===== src/rtl/wb_writer_pkg.sv =====
// Shared definitions for the writeback writer: result source codes, FSM states,
// condition-code reset value and the packed queue entry layout.
package wb_writer_pkg;

    localparam logic [1:0] SRC_ALU = 2'd0;
    localparam logic [1:0] SRC_PC  = 2'd1;
    localparam logic [1:0] SRC_MEM = 2'd2;

    localparam int SRC_W  = 2;
    localparam int FLAG_W = 2;

    localparam logic [2:0] NZP_RST = 3'b010;

    typedef enum logic [1:0] {
        ST_IDLE     = 2'd0,
        ST_WAIT_MEM = 2'd1,
        ST_WRITE    = 2'd2
    } wb_state_e;

    // Entry layout, MSB first: {data, dr, src, wb, setcc}
    function automatic int entry_width(input int dw, input int aw);
        return dw + aw + SRC_W + FLAG_W;
    endfunction

endpackage


===== src/rtl/wb_writer_queue.sv =====
// In-order result FIFO with a per-slot valid bit so the owner can scan every
// live entry (used for the pending-destination mask).
module wb_queue #(
    parameter int W     = 8,
    parameter int DEPTH = 2
) (
    input  logic                     clock,
    input  logic                     reset,
    input  logic                     push,
    input  logic                     pop,
    input  logic [W-1:0]             din,
    output logic [W-1:0]             head,
    output logic [W-1:0]             second,
    output logic [$clog2(DEPTH):0]   count,
    output logic                     full,
    output logic                     empty,
    output logic [W-1:0]             entries [DEPTH],
    output logic [DEPTH-1:0]         valid
);

    localparam int PW = $clog2(DEPTH);
    localparam int CW = PW + 1;

    logic [W-1:0]     mem_r [DEPTH];
    logic [DEPTH-1:0] valid_r;
    logic [PW-1:0]    rd_r;
    logic [PW-1:0]    wr_r;
    logic [CW-1:0]    count_r;
    logic             push_s;
    logic             pop_s;

    assign full   = (count_r == CW'(DEPTH));
    assign empty  = (count_r == {CW{1'b0}});
    assign push_s = push && !full;
    assign pop_s  = pop && !empty;

    assign head    = mem_r[rd_r];
    assign second  = mem_r[rd_r + PW'(1)];
    assign count   = count_r;
    assign entries = mem_r;
    assign valid   = valid_r;

    // Storage, pointers (wrap modulo DEPTH) and occupancy
    always_ff @(posedge clock or negedge reset) begin
        if (!reset) begin
            for (int i = 0; i < DEPTH; i++) begin
                mem_r[i] <= {W{1'b0}};
            end
            valid_r <= {DEPTH{1'b0}};
            rd_r    <= {PW{1'b0}};
            wr_r    <= {PW{1'b0}};
            count_r <= {CW{1'b0}};
        end else begin
            if (push_s) begin
                mem_r[wr_r]   <= din;
                valid_r[wr_r] <= 1'b1;
                wr_r          <= wr_r + PW'(1);
            end
            if (pop_s) begin
                valid_r[rd_r] <= 1'b0;
                rd_r          <= rd_r + PW'(1);
            end
            count_r <= count_r + CW'(push_s) - CW'(pop_s);
        end
    end

endmodule


===== src/rtl/wb_writer.sv =====
// Writeback writer: queues Execute results, waits for load data where needed,
// issues one register-file write per result and maintains NZP.
module wb_writer
    import wb_writer_pkg::*;
#(
    parameter int DEPTH = 2,
    parameter int DW    = 16,
    parameter int AW    = 3
) (
    input  logic          clock,
    input  logic          reset,
    input  logic          res_valid,
    output logic          res_ready,
    input  logic [DW-1:0] res_data,
    input  logic [AW-1:0] res_dr,
    input  logic [1:0]    res_src,
    input  logic          res_wb,
    input  logic          res_setcc,
    input  logic          mem_valid,
    input  logic [DW-1:0] mem_data,
    output logic          rf_we,
    output logic [AW-1:0] rf_dr,
    output logic [DW-1:0] rf_data,
    output logic [2:0]    nzp,
    output logic [7:0]    pend_mask
);

    localparam int EW       = entry_width(DW, AW);
    localparam int CW       = $clog2(DEPTH) + 1;
    localparam int DR_LSB   = SRC_W + FLAG_W;
    localparam int DATA_LSB = DR_LSB + AW;

    logic          push_s;
    logic          pop_s;
    logic          full_s;
    logic          empty_s;
    logic [CW-1:0] count_s;
    logic [EW-1:0] head_s;
    logic [EW-1:0] second_s;
    logic [EW-1:0] entries_s [DEPTH];
    logic [DEPTH-1:0] valid_s;

    wb_queue #(.W(EW), .DEPTH(DEPTH)) u_queue (
        .clock   (clock),
        .reset   (reset),
        .push    (push_s),
        .pop     (pop_s),
        .din     ({res_data, res_dr, res_src, res_wb, res_setcc}),
        .head    (head_s),
        .second  (second_s),
        .count   (count_s),
        .full    (full_s),
        .empty   (empty_s),
        .entries (entries_s),
        .valid   (valid_s)
    );

    assign push_s    = res_valid && !full_s;
    assign res_ready = !full_s;

    logic [DW-1:0] head_data_s;
    logic [AW-1:0] head_dr_s;
    logic [1:0]    head_src_s;
    logic          head_wb_s;
    logic          head_setcc_s;
    logic [DW-1:0] sec_data_s;
    logic [AW-1:0] sec_dr_s;
    logic [1:0]    sec_src_s;
    logic          sec_wb_s;

    assign {head_data_s, head_dr_s, head_src_s, head_wb_s, head_setcc_s} = head_s;
    assign sec_data_s = second_s[EW-1 -: DW];
    assign sec_dr_s   = second_s[DATA_LSB-1 -: AW];
    assign sec_src_s  = second_s[DR_LSB-1 -: SRC_W];
    assign sec_wb_s   = second_s[1];

    function automatic logic [2:0] calc_nzp(input logic [DW-1:0] d);
        return {d[DW-1], (d == {DW{1'b0}}), (!d[DW-1]) && (d != {DW{1'b0}})};
    endfunction

    wb_state_e     state_r, next_state_s;
    logic          rf_we_r, rf_we_n_s;
    logic [AW-1:0] rf_dr_r, rf_dr_n_s;
    logic [DW-1:0] rf_data_r, rf_data_n_s;
    logic [2:0]    nzp_r, nzp_n_s;

    // Next-state and next write-port values from the head (and second) entry
    always_comb begin
        next_state_s = state_r;
        rf_we_n_s    = rf_we_r;
        rf_dr_n_s    = rf_dr_r;
        rf_data_n_s  = rf_data_r;
        nzp_n_s      = nzp_r;
        pop_s        = 1'b0;
        case (state_r)
            ST_IDLE: begin
                rf_we_n_s = 1'b0;
                if (empty_s) begin
                    next_state_s = ST_IDLE;
                end else if (head_src_s == SRC_MEM) begin
                    next_state_s = ST_WAIT_MEM;
                end else begin
                    next_state_s = ST_WRITE;
                    rf_we_n_s    = head_wb_s;
                    rf_dr_n_s    = head_dr_s;
                    rf_data_n_s  = head_data_s;
                end
            end
            ST_WAIT_MEM: begin
                if (mem_valid) begin
                    next_state_s = ST_WRITE;
                    rf_we_n_s    = head_wb_s;
                    rf_dr_n_s    = head_dr_s;
                    rf_data_n_s  = mem_data;
                end else begin
                    next_state_s = ST_WAIT_MEM;
                    rf_we_n_s    = 1'b0;
                end
            end
            ST_WRITE: begin
                pop_s = 1'b1;
                if (head_setcc_s) begin
                    nzp_n_s = calc_nzp(rf_data_r);
                end else begin
                    nzp_n_s = nzp_r;
                end
                // Only an entry already queued behind the head may go back-to-back
                if (count_s > CW'(1)) begin
                    if (sec_src_s == SRC_MEM) begin
                        next_state_s = ST_WAIT_MEM;
                        rf_we_n_s    = 1'b0;
                    end else begin
                        next_state_s = ST_WRITE;
                        rf_we_n_s    = sec_wb_s;
                        rf_dr_n_s    = sec_dr_s;
                        rf_data_n_s  = sec_data_s;
                    end
                end else begin
                    next_state_s = ST_IDLE;
                    rf_we_n_s    = 1'b0;
                end
            end
            default: begin
                next_state_s = ST_IDLE;
                rf_we_n_s    = 1'b0;
            end
        endcase
    end

    // FSM state and registered write-port / condition-code outputs
    always_ff @(posedge clock or negedge reset) begin
        if (!reset) begin
            state_r   <= ST_IDLE;
            rf_we_r   <= 1'b0;
            rf_dr_r   <= {AW{1'b0}};
            rf_data_r <= {DW{1'b0}};
            nzp_r     <= NZP_RST;
        end else begin
            state_r   <= next_state_s;
            rf_we_r   <= rf_we_n_s;
            rf_dr_r   <= rf_dr_n_s;
            rf_data_r <= rf_data_n_s;
            nzp_r     <= nzp_n_s;
        end
    end

    assign rf_we   = rf_we_r;
    assign rf_dr   = rf_dr_r;
    assign rf_data = rf_data_r;
    assign nzp     = nzp_r;

    logic [7:0] pend_s;
    logic       unused_s;

    // Decode destinations of every live writing entry; head counts until popped
    always_comb begin
        pend_s   = 8'h00;
        unused_s = ^second_s;
        for (int i = 0; i < DEPTH; i++) begin
            pend_s[entries_s[i][DATA_LSB-1 -: AW]] =
                pend_s[entries_s[i][DATA_LSB-1 -: AW]] | (valid_s[i] & entries_s[i][1]);
            unused_s = unused_s ^ (^entries_s[i]);
        end
    end

    assign pend_mask = pend_s;

endmodule


===== config.mk =====
export PLATFORM = sky130hd
export DESIGN_NAME = wb_writer
export DESIGN_NICKNAME = d
export VERILOG_FILES = /design/src/rtl/wb_writer_pkg.sv /design/src/rtl/wb_writer_queue.sv /design/src/rtl/wb_writer.sv
export SDC_FILE = /design/constraint.sdc
export NUM_CORES = 1
export LEC_CHECK = 0
export CORE_MARGIN = 2
export CORE_UTILIZATION = 45
export DETAILED_ROUTE_END_ITERATION = 12
export GPL_TIMING_DRIVEN = 0
export PLACE_DENSITY = 0.74
export SLEW_MARGIN = 5
export SYNTH_ARGS = -nofsm -noshare
export SYNTH_HDL_FRONTEND = slang
export SYNTH_SLANG_ARGS = --single-unit
export TNS_END_PERCENT = 10

===== constraint.sdc =====
create_clock -name clock -period 4.6 [get_ports clock]
set_input_delay 0.69 -clock clock [delete_from_list [all_inputs] [get_ports clock]]
set_output_delay 0.69 -clock clock [all_outputs]
set_load 0.02 [all_outputs]

==> impl_metrics.py <==
metrics = {
    "status": {
        "outcome": "finished clean",
    },
    "global_route": {
        "overflow": 0,
        "grt_pass1_vias": 3153,
        "grt_pass1_wl_mm": 15.9,
        "antenna_found_initial": 0,
        "grt_max_degree": 58,
        "track_usage_pct": 21.0,
    },
    "detailed_routing": {
        "wirelength_mm": 10.1,
        "route.detailed.wl_per_inst_um": 18.6,
        "viasPerCell": 5.76,
        "antenna_left": 0,
        "drc": 0,
        "dr_total_vias": 3111,
        "drtIter0Drc": 127,
        "firstDrtPassIters": 4,
    },
    "placed_design": {
        "port_buffers": 74,
        "dpl.hpwl_mm": 7.05,
        "routabilityCongestion": 0.807,
        "post-place-ws_ns": 1.94,
    },
    "synth": {
        "synth_warnings": 0,
        "ys_ff_latch": 77,
        "synth_cell_types": 39,
        "synth.net_count": 390,
        "syn_area_per_cell_um2": 11.9,
        "syn_area_um2": 4060,
        "synth_seq_area_share_pct": 47.5,
        "syn_inst": 341,
    },
    "sta": {
        "worstMarginPinSlew_ns": 0.616,
        "drv_slew": 0,
        "tns_ns": 0,
        "setup_violations": 0,
        "worst_slack_ns": 1.57,
        "min_period_ns": 3.03,
        "fmaxAchievable_mhz": 330,
        "period_share_pct": 65.9,
        "fin_skew_ns": 0.00793,
        "rsz0062_at_grt": "no",
        "finalHoldViolations": 0,
        "slew_headroom_pct": 58.9,
    },
    "cts": {
        "clock_sinks": 77,
        "clock_latency_ns": 0.35,
        "cts-root-buf": "clkbuf_8",
        "cts_hold_buf": 0,
        "htreeDepth": 3,
        "clk_pin_slew_ns": 0.08,
        "post_cts_buffers": 0,
        "post_cts_resized": 0,
        "clock_path_buffers": 2,
        "numCtsBuffers": 9,
        "tritoncts": "built",
    },
    "finish": {
        "diodes": 0,
        "final_net_count": 476,
        "multiInputGateArea_um2": 1970,
        "seq_area_um2": 1930,
        "mostFrequentLayoutCells": "86 x mux2_2, 76 x dfrtp_1, 73 x clkdlybuf4s50_1",
        "area_growth_pct": 27.8,
        "drive_gt1_share_pct": 27.5,
        "final_common_cell": "mux2_2",
        "fill_cells": 743,
    },
    "setup_path": {
        "critical_path_required_ns": 3.91,
        "reg2reg_depth": 11,
        "regToRegEndpoint": "u_queue.count[1]",
        "worstSetupStartpointType": "flip-flop",
        "crit_fanout": 8,
        "cp-startpoint": "u_queue.entries[28]",
        "r2r_start": "state_r[0]",
        "reg2reg_slack_ns": 2.04,
        "cp.arrival_ns": 2.34,
        "endpoint_kind": "output port",
        "crit_type": "flip-flop to output port",
    },
    "power_and_ir_drop": {
        "powerDensity_nw_per_um2": 830,
        "p_leak_nw": 2.09,
        "power.total_w": 0.00430,
        "peakVddDrop_mv": 0.370,
    },
    "floorplan": {
        "core.rowCount": 34,
        "coreArea_um2": 8720,
        "dieWidth_um": 98.9,
        "die_y_um": 98.9,
        "dieArea_um2": 9790,
        "ios": 75,
        "start_util_pct": 46.5,
    },
    "flow_run": {
        "maxCapViolCount": 0,
    },
    "worst_hold_path": {
        "hp-class": "primary input to asynchronous set/reset pin",
    },
}
## metal layers
metal	global-route usage [%]	part of all wire [%]	vias up
met2	35.6	48	107
li1	-	-	1435
met4	7.27	1.2	0
met1	26.6	44	1557
met3	4.89	6.5	12
met5	0	0	-
## worst max-delay path, stage by stage, from the launching register on
cell	delay, ns
dfrtp_1	0.33
clkbuf_1	0.29
xor2_1	0.18
nor3_1	0.06
a211oi_1	0.41
a31oi_1	0.16
clkdlybuf4s50_1	0.56
## registers in the layout (all words and copies together), names as in the netlist
signal and cells:
state_r 2, u_queue.wr_r 1, rf_dr 3, rf_data 16, nzp 3, u_queue.count 2
u_queue.entries 46, u_queue.rd_r 1, u_queue.valid 2, rf_we 1
## kinds of logic after synthesis
family          share of synthesized area, %
buf+inv                                 3.89
compound gates                          13.3
xor+xnor                                1.51
flops                                   47.5
simple gates                            7.06
fa+ha+maj                               1.85
mux                                     24.9
## power by group
group          internal [W]  switching, W  total [W]
clock              0.000321      0.000256   0.000577
sequential          0.00104      0.000266    0.00130
combinational       0.00124       0.00118    0.00242
total               0.00260       0.00170    0.00430
## layout make-up
cell class,instances,area share [%]
Clock buffer,11,2.73
Multi-Input combinational cell,229,38.0
Timing Repair Buffer,75,14.8
Buffer,25,2.32
Clock inverter,5,1.62
Inverter,10,0.724
Tap cell,108,2.61
Sequential cell,77,37.2
## synth_stat cells
master / count / area share [%]
clkbuf_1: 13 / 1.2
a21oi_1: 20 / 2.5
mux2i_1: 4 / 0.99
dfstp_2: 1 / 0.65
o32ai_1: 1 / 0.22
o22ai_1: 3 / 0.46
o32a_1: 1 / 0.25
buf_6: 2 / 0.56
o21a_1: 1 / 0.19
nor2_2: 1 / 0.15
a32oi_1: 1 / 0.22
nor3_4: 1 / 0.40
a22o_1: 1 / 0.22
nand4_1: 1 / 0.15
nor2_1: 2 / 0.19
xor2_1: 3 / 0.65
nor3_1: 1 / 0.12
nand3b_1: 3 / 0.56
ha_1: 6 / 1.9
o22a_1: 5 / 1.1
xnor2_1: 4 / 0.86
nor4_1: 4 / 0.62
nand2_1: 8 / 0.74
or3b_2: 1 / 0.22
a31oi_1: 6 / 0.93
inv_1: 10 / 0.93
dfrtp_1: 76 / 47
mux2_2: 86 / 24
a21boi_0: 1 / 0.19
buf_1: 1 / 0.092
nand2b_1: 7 / 1.1
a22oi_1: 16 / 3.0
o32ai_2: 1 / 0.40
buf_2: 9 / 1.1
nand3_1: 3 / 0.37
o21ai_0: 3 / 0.37
o2111ai_1: 1 / 0.22
a211oi_1: 17 / 3.1
nor2b_1: 16 / 2.5
## how the worst max path moves through the flow
stage | endpoint | slack, ns | cells past startpoint
after global routing | pend_mask[1] | 1.35 | 6
after global placement | u_queue.count[0] | 0.23 | 1
after floorplan | u_queue.count[1] | 2.50 | 11
final | pend_mask[3] | 1.57 | 6
after CTS | pend_mask[3] | 1.56 | 6
after detailed placement | rf_data[15] | 1.94 | 6
## through the flow
stage               std cells  util, %  hold WS, ns  instance area [µm²]
floorplan                 341        -        0.394                 4060
global placement          523     56.6        0.469                 4930
detailed placement        524     56.8        0.492                 4960
CTS                       540     59.4        0.218                 5180
global route              540     59.4        0.223                 5180
finish                    540     59.4        0.221                 5180
No activity file was read; power rests on OpenSTA's default activity.
